<file path="src/rtl/wb_pkg.sv">
// Shared definitions for the PWM register-bank Wishbone host master:
// FSM state encoding and register offsets of the PWM bank.
package wb_pkg;

    typedef enum logic [1:0] {
        IDLE = 2'd0,
        BUS  = 2'd1,
        RESP = 2'd2
    } wb_state_t;

    localparam logic [15:0] CTRL    = 16'h0000;
    localparam logic [15:0] DIVISOR = 16'h0002;
    localparam logic [15:0] PERIOD  = 16'h0004;
    localparam logic [15:0] DC      = 16'h0006;

endpackage

</file>
<file path="src/rtl/wb_timeout_cnt.sv">
// Counts bus cycles spent waiting for ack; expired flags the last allowed
// cycle so the master can abort in that same cycle.
module wb_timeout_cnt #(
    parameter int TIMEOUT = 16,
    parameter int TO_W    = $clog2(TIMEOUT + 1)
) (
    input  logic i_wb_clk,
    input  logic i_wb_rst,
    input  logic clr,
    input  logic en,
    output logic expired
);

    logic [TO_W-1:0] cnt;

    always_ff @(posedge i_wb_clk or posedge i_wb_rst) begin
        if (i_wb_rst) begin
            cnt <= '0;
        end else if (clr) begin
            cnt <= '0;
        end else if (en) begin
            cnt <= cnt + TO_W'(1);
        end
    end

    assign expired = (cnt == TO_W'(TIMEOUT - 1));

endmodule

</file>
<file path="src/rtl/wb_host_master.sv">
// Wishbone classic single-transfer initiator: host valid/ready request in,
// one cyc/stb cycle out, read data or error back on a valid/ready response.
module wb_host_master
    import wb_pkg::*;
#(
    parameter int ADR_W   = 16,
    parameter int DAT_W   = 16,
    parameter int TIMEOUT = 16,
    parameter int TO_W    = $clog2(TIMEOUT + 1)
) (
    input  logic             i_wb_clk,
    input  logic             i_wb_rst,
    input  logic             i_req_valid,
    output logic             o_req_ready,
    input  logic             i_req_we,
    input  logic [ADR_W-1:0] i_req_adr,
    input  logic [DAT_W-1:0] i_req_data,
    output logic             o_rsp_valid,
    input  logic             i_rsp_ready,
    output logic [DAT_W-1:0] o_rsp_data,
    output logic             o_rsp_err,
    output logic             o_wb_cyc,
    output logic             o_wb_stb,
    output logic             o_wb_we,
    output logic [ADR_W-1:0] o_wb_adr,
    output logic [DAT_W-1:0] o_wb_data,
    input  logic             i_wb_ack,
    input  logic             i_wb_err,
    input  logic [DAT_W-1:0] i_wb_data
);

    wb_state_t state, state_nxt;

    logic accept;
    logic done_ack;
    logic done_err;
    logic rsp_take;
    logic cnt_clr;
    logic cnt_en;
    logic to_expired;
    logic wb_cyc;

    wb_timeout_cnt #(
        .TIMEOUT (TIMEOUT),
        .TO_W    (TO_W)
    ) u_timeout (
        .i_wb_clk (i_wb_clk),
        .i_wb_rst (i_wb_rst),
        .clr      (cnt_clr),
        .en       (cnt_en),
        .expired  (to_expired)
    );

    always_ff @(posedge i_wb_clk or posedge i_wb_rst) begin
        if (i_wb_rst) begin
            state <= IDLE;
        end else begin
            state <= state_nxt;
        end
    end

    // ack outranks err, err outranks timeout; ack/err outside BUS never reach here
    always_comb begin
        state_nxt = state;
        accept    = 1'b0;
        done_ack  = 1'b0;
        done_err  = 1'b0;
        rsp_take  = 1'b0;
        cnt_clr   = 1'b0;
        cnt_en    = 1'b0;
        case (state)
            IDLE: begin
                if (i_req_valid) begin
                    accept    = 1'b1;
                    cnt_clr   = 1'b1;
                    state_nxt = BUS;
                end
            end
            BUS: begin
                if (i_wb_ack) begin
                    done_ack  = 1'b1;
                    state_nxt = RESP;
                end else if (i_wb_err || to_expired) begin
                    done_err  = 1'b1;
                    state_nxt = RESP;
                end else begin
                    cnt_en = 1'b1;
                end
            end
            RESP: begin
                if (i_rsp_ready) begin
                    rsp_take  = 1'b1;
                    state_nxt = IDLE;
                end
            end
            default: state_nxt = IDLE;
        endcase
    end

    always_ff @(posedge i_wb_clk or posedge i_wb_rst) begin
        if (i_wb_rst) begin
            wb_cyc      <= 1'b0;
            o_wb_we     <= 1'b0;
            o_wb_adr    <= '0;
            o_wb_data   <= '0;
            o_rsp_valid <= 1'b0;
            o_rsp_data  <= '0;
            o_rsp_err   <= 1'b0;
        end else begin
            if (accept) begin
                wb_cyc    <= 1'b1;
                o_wb_we   <= i_req_we;
                o_wb_adr  <= i_req_adr;
                o_wb_data <= i_req_data;
            end
            if (done_ack || done_err) begin
                wb_cyc      <= 1'b0;
                o_rsp_valid <= 1'b1;
                o_rsp_err   <= done_err;
                o_rsp_data  <= (done_ack && !o_wb_we) ? i_wb_data : '0;
            end
            if (rsp_take) begin
                o_rsp_valid <= 1'b0;
            end
        end
    end

    assign o_wb_cyc    = wb_cyc;
    assign o_wb_stb    = wb_cyc;
    assign o_req_ready = (state == IDLE);

endmodule

</file>
<file path="config.mk">
export PLATFORM = sky130hd
export DESIGN_NAME = wb_host_master
export DESIGN_NICKNAME = d
export VERILOG_FILES = /design/src/rtl/wb_pkg.sv /design/src/rtl/wb_timeout_cnt.sv /design/src/rtl/wb_host_master.sv
export SDC_FILE = /design/constraint.sdc
export NUM_CORES = 1
export LEC_CHECK = 0
export CORE_MARGIN = 10
export CORE_UTILIZATION = 30
export CTS_CLUSTER_DIAMETER = 30
export DETAILED_ROUTE_END_ITERATION = 12
export SETUP_SLACK_MARGIN = 0.02
export SLEW_MARGIN = 5
export SYNTH_ARGS = -nofsm -noshare
export SYNTH_HDL_FRONTEND = slang
export SYNTH_SLANG_ARGS = --single-unit
</file>
<file path="constraint.sdc">
create_clock -name i_wb_clk -period 3.1 [get_ports i_wb_clk]
set_clock_uncertainty 0.15 [all_clocks]
set_input_delay 0.62 -clock i_wb_clk [delete_from_list [all_inputs] [get_ports i_wb_clk]]
set_output_delay 0.62 -clock i_wb_clk [all_outputs]
set_load 0.01 [all_outputs]
</file>
# Yosys cells after proc, flatten, opt, wreduce, memory -nomap -nowiden
# Cells that the tools add are included.
word_totals:
  out_inout_bits: 54
  elab_cells: 49
  register_bits: 59
op_classes:
  n_mux: 24
  eq_ne: 6
  addsub: 1
  reduce_logical: 9
ops:
  columns: ["cell", "n"]
  rows:
  - ["$mux 1", 16]
  - ["$mux 16", 1]
  - ["$mux 5", 2]
  - ["$mux 2", 4]
  - ["$pmux 2 s3", 1]
  - ["$reduce_bool 2->1", 3]
  - ["$add 5x1->5 const B", 1]
  - ["$eq 5x4->1 const B", 1]
  - ["$ne 2x2->1 const B", 2]
  - ["$ne 3x3->1 const B", 1]
  - ["$reduce_and 3->1", 1]
  - ["$eq 2x1->1 const B", 1]
  - ["$eq 2x2->1 const B", 1]
  - ["$logic_not 2->1", 1]
  - ["$logic_or 1x1->1", 2]
  - ["$logic_and 1x1->1", 1]
  - ["$logic_not 1->1", 1]

# Depth between registers and ports, before layout
# Gate-level depths: netlist of run 1.
depth:
  depth_word: 8
  ltp_mapped: 8
  mapped_depth_nobuf: 6

# Hierarchy
# Synthesis of run 1 repeated with hierarchy kept, for this count alone.
unflattened:
  cells_unflattened: 152
  area_unflattened_um2: 2436.1
by_module_without_submodules:
  columns: ["mod", "seq_area_each_um2", "n_inst", "area_each_um2", "cells_per_inst"]
  rows:
  - ["wb_host_master", 1351.3, 1, 2153.3, 128]
  - ["wb_timeout_cnt", 125.1, 1, 282.8, 24]

# Worst setup path after synthesis of run 1
# No wires, ideal clock.
synth_timing:
  path_kind: "register -> register"
  startpoint: "reg u_timeout.cnt[0]"
  endpoint: "reg u_timeout.cnt[3]"
  n_path_buf: 1
  synth_period_minus_slack_ns: 2.263
  stages_incl_launch_ff: 8
  slack_ns: 0.837
  required_ns: 2.873
  arrival_time_ns: 2.036
  setup_time_ns: 0.077
  cell_sequence: "dfrtp_1 > ha_1 > and3_1 > ha_1 > or3_1 > buf_2 > or4_1 > a21oi_1"
synth_between:
  elab_chain_cells: 6
synth_lines:
  columns: ["element", "line", "source"]
  rows:
  - ["start: declaration", "wb_timeout_cnt.sv:14", "logic [TO_W-1:0] cnt;"]
  - ["start signal: assignment", "wb_timeout_cnt.sv:22", "cnt <= cnt + TO_W'(1);"]
  - ["$eq 5x4->1", "wb_timeout_cnt.sv:26", "assign expired = (cnt == TO_W'(TIMEOUT - 1));"]
  - ["$logic_or 1x1->1", "wb_host_master.sv:83", "end else if (i_wb_err || to_expired) begin"]
  - ["$mux 1", "wb_host_master.sv:83", null]
  - ["$mux 1", "wb_host_master.sv:80", "if (i_wb_ack) begin"]
  - ["$mux 1", "wb_host_master.sv:71", "case (state)"]
  - ["$reduce_bool 2->1 (no source line)", null, null]
# Several ways; a longest one is shown, not always the timed one. The select of a mux whose other input is x is not followed.
# A chain may end at the register's enable or synchronous reset.

# Final worst setup path of run 1
# Same ends and word-level chain as after synthesis.

==> results of run 1 <==
==> worst paths after layout <==
path | end
setup / recovery | u_timeout.cnt[3]
hold / removal | o_wb_data[5]
setup reg to reg | u_timeout.cnt[3]
hold reg to reg | o_wb_data[5]
max in group asynchronous | o_wb_data[1]
min in group asynchronous | o_wb_adr[7]
==> final cells by class <==
class	count	area, um2	area share [%]
Inverter	2	7.51	0.205
Timing Repair Buffer	110	1110	30.2
Clock inverter	1	5.00	0.136
Multi-Input combinational cell	88	762	20.8
Sequential cell	59	1480	40.2
Tap cell	99	124	3.38
Clock buffer	15	186	5.08
==> layer usage <==
metal  vias up  global-route usage (%)  wire, um
met1       825                    11.6      2490
met3         9                    5.39       602
li1        798                       -         -
met4         0                    4.87        81
met5         -                       0         0
met2        65                    16.1      2790
==> registers in the layout, indices dropped and copies added (netlist names) <==
name,cells
o_rsp_data,16
o_rsp_err,1
o_rsp_valid,1
o_wb_adr,16
o_wb_cyc,1
o_wb_data,16
o_wb_we,1
state,2
u_timeout.cnt,5
==> cell usage after synthesis, types with 2 or more instances <==
cell type / number
a22o_1: 16
nor2_1: 3
ha_1: 2
o211ai_1: 2
buf_2: 8
mux2_1: 8
nand2_1: 3
a21oi_1: 4
dfrtp_1: 59
and3_1: 2
mux2_2: 25
nor3_1: 2
nand3_1: 3
o21ai_0: 3
inv_1: 2
nand2b_1: 2
o31ai_1: 2
==> cell families after synthesis <==
logic type	share of synthesized area (%)
compound gates	9.98
flops	64.4
simple gates	5.51
mux	16.6
fa+ha+maj	1.09
buf+inv	2.40
==> power groups by stage <==
stage	logic (mW)	clock network, mW	registers [mW]
global route	1.67	0.715	1.40
finish	1.55	0.652	1.34
CTS	1.59	0.679	1.35
global placement	1.58	0	1.35
floorplan	0.528	0	1.50
detailed placement	1.59	0	1.35
==> worst reg2reg max path, delay by kind of cell, from the launching register on <==
kind	cells	cell delay [ps]
compound gates	1	150
flops	1	410
fa+ha+maj	2	410
simple gates	3	1170
==> qor.csv, run 1 <==
stage;metric;value;unit
critical_path;CP top delay family;simple AND/OR/NAND/NOR gates;
placed_design;routability cong.;0.693;
critical_path;Crit Path Category;reg -> reg;
critical_path;WP buf/inv;0;
clocking;Clock Sink Count;59;
finish;Final Cell Area;0.00367;mm2
global_route;gr ovfl total;0;
global_route;Tot GR Track Use;10.4;%
timing;Fin. Hold Viols;0;
timing;FMAX;0.424;GHz
finish;most common library cell in the layout ignoring fill and taps;clkdlybuf4s50_1;
clocking;Post-CTS Setup Inserts;0;
placed_design;Port Buffers;108;
finish;Layout area overhead;60.0;%
timing;Final TNS setup;0;ps
clocking;post-CTS sizing;0;
timing;Max-slew headroom;31.9;%
floorplan;io pins;109;
timing;Least-Margin Pin Slew;1020;ps
finish;most frequent cells in the layout;clkdlybuf4s50_1, dfrtp_1, mux2_2;
power;switching power;1.07;mW
floorplan;core area;0.00733;mm2
clocking;CTS tree;yes;
yosys;Synth top area share;64.4;%
finish;post-route insts no fill;374;
timing;final hold slack;337;ps
power;combinational share of power;43.7;%
yosys;Synth Register Bits;59;
clocking;clk slew on worst S/H paths;60;ps
route;drt via density;4.54;
critical_path;crit path DAT;2460;ps
critical_path;crit path cell chain;ha_1 -> and3_1 -> ha_1 -> or3_1 -> or4_1 -> a21oi_1;
finish;Post-layout nets;327;
yosys;Synth Net Count;215;
critical_path;Worst path slowest cell;or4_1;
timing;# setup viols final;0;
power;worst ir drop on vdd;0.000462;V
floorplan;Site Rows;31;
route;# DRC;0;
global_route;largest net degree at the start of global routing;37;
flow_run;MaxCap Viol Count;0;
route;initial DRC count;25;
yosys;post-synth top area cell;dfrtp_1;
finish;fill cell count;669;
timing;unrepaired setup endpoints after global routing;no;
finish;number of diodes;0;
min_path;hold path cells;1;
critical_path;Max FO, Critical Path;6;
power;switching part of the total;30.1;%
clocking;CTS Hold Bufs;0;
status;status;completed;
clocking;CTS buffer count;9;
yosys;synthesized area;0.00229;mm2
timing;minimum clock period;2360;ps
critical_path;reg-to-reg startpoint;u_timeout.cnt[0];
clocking;later-pin clock latency in the skew report;320;ps
floorplan;Die Ht;107;um
route;vias;1697;
yosys;Synth Area per Inst;14.5;um2
critical_path;R2R setup slack;740;ps
timing;final setup margin;743;ps
timing;max-slew violations;0;
power;power share of the clock group;18.4;%
global_route;vias in the first global route;1801;
route;routed length per placed instance;15.9;um
critical_path;WP depth;6;
route;drt pass-1 iters;4;
critical_path;WP data required;3200;ps
min_path;Worst Hold Class;reg -> reg;
power;P per Cell Area;966;mW/mm2
yosys;synth top area cells;dfrtp_1, mux2_2, a22o_1;
power;total chip power;3.54;mW
yosys;Post-Synthesis Cells;158;
critical_path;CP startpoint;u_timeout.cnt[0];
route;antenna-violating nets left;0;
finish;share of cells above drive strength 1;16.4;%
critical_path;most frequent CP cell;ha_1;
global_route;global-route wire length before repair;9.49;mm
placed_design;pre-CTS setup slack;410;ps
floorplan;effective utilization at floorplan;31.3;%
route;Detailed Route WL;5.96;mm
clocking;CTS HTree Levels;3;
power;Cell Int Power;2.48;mW
yosys;EDFF count, synth;0;
power;static leakage;1.55;nW
placed_design;dpl cell area;0.00348;mm2
timing;crit share post-route;76.0;%
yosys;ys flop type;dfrtp_1;
global_route;initial antenna violation count;0;
power;sequential share of power;37.9;%
yosys;Ys Warns;0;
yosys;fraction of registers with async set/reset;100;%
critical_path;CP Launch Type;flop;
critical_path;endpoint type of the worst setup path;flop;
min_path;Hold Startpoint;o_wb_data[5];
clocking;clock root cell;clkbuf_8;
finish;final core occ;50.1;%
floorplan;chip width;107;um
critical_path;Slowest Stage Delay on Critical Path;530;ps
placed_design;dpl cells;358;
critical_path;Reg2Reg Depth;6;
floorplan;die area;0.0115;mm2
clocking;clk buf depth;2;
yosys;Seq/Total Area, Yosys;64.4;%
yosys;post-synthesis cell type count;29;
placed_design;hpwl dp;4.41;mm
Power figures use the tool's default switching activity.
==> run 2, diff against run 1 <==
- clock period: 3.1 -> 2.4 ns (I/O delays scaled with it)
==> run 2 against run 1 <==
- combinational power increased by 34%
- sequential share of layout area shrank 1.6 points
- largest cell class unchanged
- clock power increased by 89%
- first-iteration DRC count grew 88%
- total power increased by 42%
- sequential cell count did not move
- global-route usage rose by 0.15 points
- die area unchanged
- via count down 0.12%
- count of clock-buffer cells in the layout shrank 3
==> qor.csv, run 2 (same netlist as run 1, synthesis figures left out) <==
stage;metric;value;unit;change
status;status;completed;;
finish;Layout area overhead;66.8;%;
placed_design;hpwl dp;4.54;mm;+2.8%
finish;number of diodes;0;;unchanged
route;drt pass-1 iters;3;;-1
power;static leakage;1.63;nW;+5.0%
finish;final core occ;52.2;%;+2.1 points
global_route;Tot GR Track Use;10.5;%;+0.15 points
floorplan;io pins;109;;unchanged
floorplan;die area;0.0115;mm2;unchanged
timing;Max-slew headroom;39.8;%;+7.8 points
floorplan;effective utilization at floorplan;31.3;%;unchanged
finish;Post-layout nets;334;;+2.1%
clocking;CTS HTree Levels;3;;unchanged
global_route;global-route wire length before repair;9.60;mm;+1.2%
clocking;clk buf depth;2;;unchanged
finish;post-route insts no fill;381;;+1.9%
critical_path;Crit Path Category;reg -> reg;;
placed_design;dpl cells;364;;+1.7%
finish;register area;0.00148;mm2;unchanged
clocking;clk slew on worst S/H paths;60;ps;about the same
timing;minimum clock period;2290;ps;-69.0 ps
clocking;clock root cell;clkbuf_8;;
timing;Final TNS setup;0;ps;unchanged
floorplan;Site Rows;31;;unchanged
flow_run;MaxCap Viol Count;0;;unchanged
finish;most frequent cells in the layout;clkdlybuf4s50_1, dfrtp_1, mux2_2;;
critical_path;endpoint type of the worst setup path;flop;;
timing;Fin. Hold Viols;0;;unchanged
timing;max-slew violations;0;;unchanged
timing;crit share post-route;95.3;%;+19 points
global_route;largest net degree at the start of global routing;60;;+62%
clocking;CTS tree;yes;;
critical_path;Max FO, Critical Path;4;;-2
finish;Largest regs;o_rsp_data (16), o_wb_adr (16), o_wb_data (16);;
clocking;Clock Sink Count;59;;unchanged
power;total chip power;5.04;mW;+42%
clocking;CTS Hold Bufs;0;;unchanged
timing;final hold slack;338;ps;+0.976 ps
clocking;later-pin clock latency in the skew report;320;ps;about the same
route;vias;1695;;-0.12%
critical_path;crit path DAT;2390;ps;-70 ps
finish;most common library cell in the layout ignoring fill and taps;clkdlybuf4s50_1;;
placed_design;routability cong.;0.684;;-1.4%
route;Detailed Route WL;6.09;mm;+2.1%
route;initial DRC count;47;;+88%
timing;Least-Margin Pin Slew;900;ps;-117 ps
route;routed length per placed instance;16.0;um;+0.25%
finish;share of cells above drive strength 1;19.5;%;+3.1 points
global_route;initial antenna violation count;0;;unchanged
min_path;Worst Hold Class;reg -> reg;;
critical_path;WP data required;2510;ps;-690 ps
route;drt via density;4.45;;-2.0%
critical_path;R2R setup slack;110;ps;-630 ps
power;P per Cell Area;1320;mW/mm2;+36%
finish;Multi-input gate area;769;um2;+0.99%
floorplan;Die Ht;107;um;unchanged
route;antenna-violating nets left;0;;unchanged
global_route;vias in the first global route;1890;;+4.9%
placed_design;Port Buffers;108;;unchanged
floorplan;core area;0.00733;mm2;unchanged
floorplan;chip width;107;um;unchanged
power;worst ir drop on vdd;0.000503;V;+8.9%
critical_path;CP Launch Type;flop;;
finish;fill cell count;644;;-3.7%
route;# DRC;0;;unchanged
timing;FMAX;0.437;GHz;+3.0%
clocking;CTS buffer count;9;;unchanged
timing;# setup viols final;0;;unchanged
timing;unrepaired setup endpoints after global routing;no;;
global_route;gr ovfl total;0;;unchanged
## run 2: area by class of cell
class	instances	share of cell area, %
sequential	59	38.6
timing repair buffer	117	30.7
tap	99	3.24
inverter	2	0.196
multi-input combinational	88	20.1
clock buffer	12	4.05
clock inverter	4	3.14
## run 2: final timing paths
path	start	to	depth (start not counted)
setup / recovery	u_timeout.cnt[0]	u_timeout.cnt[3]	6
hold / removal	o_wb_data[3]	o_wb_data[3]	1
setup reg to reg	u_timeout.cnt[0]	u_timeout.cnt[3]	6
hold reg to reg	o_wb_data[3]	o_wb_data[3]	1
max in group asynchronous	i_wb_rst	o_wb_data[0]	3
min in group asynchronous	i_wb_rst	o_wb_adr[3]	3
## run 2: critical path: stages, from the launching register on
cell and delay (ps):
dfrtp_1 420, ha_1 220, and3_1 180, ha_1 200
or3_1 380, or4_4 530, a21oi_2 140
## run 2: metrics by stage
stage | setup WS, ps | area [um2]
after floorplan | 137 | 2290
after global placement | 144 | 3540
after detailed placement | 125 | 3540
after CTS | 101 | 3810
after global routing | 35.3 | 3830
final | 112 | 3830
## run 2: report_power, final
| group | internal (mW) | switching [mW] | total [mW] |
|---|---|---|---|
| Combinational | 1.30 | 0.771 | 2.07 |
| Clock | 0.853 | 0.380 | 1.23 |
| Sequential | 1.46 | 0.266 | 1.73 |
| Total | 3.62 | 1.42 | 5.04 |
## run 2: layer usage
layer / vias up / wire length, um / track usage [%]
met5: - / 0 / 0
met4: 0 / 87 / 4.01
met3: 9 / 588 / 5.57
met2: 63 / 2870 / 17.1
met1: 815 / 2540 / 11.4
li1: 808 / - / -
## run 2: repair_timing
item / 4_1_cts / 5_1_grt
buffers inserted: 0 / 1
gates resized for setup: 0 / 2
setup endpoints to repair: 0 / 1
==> run 3, diff against run 2 <==
- ABC_CLOCK_PERIOD_IN_PS: unset -> 2400
- CTS_CLUSTER_SIZE: unset -> 10
==> results of run 3 <==
Same layout as run 2: the final DEF is identical, and so are final timing and power.
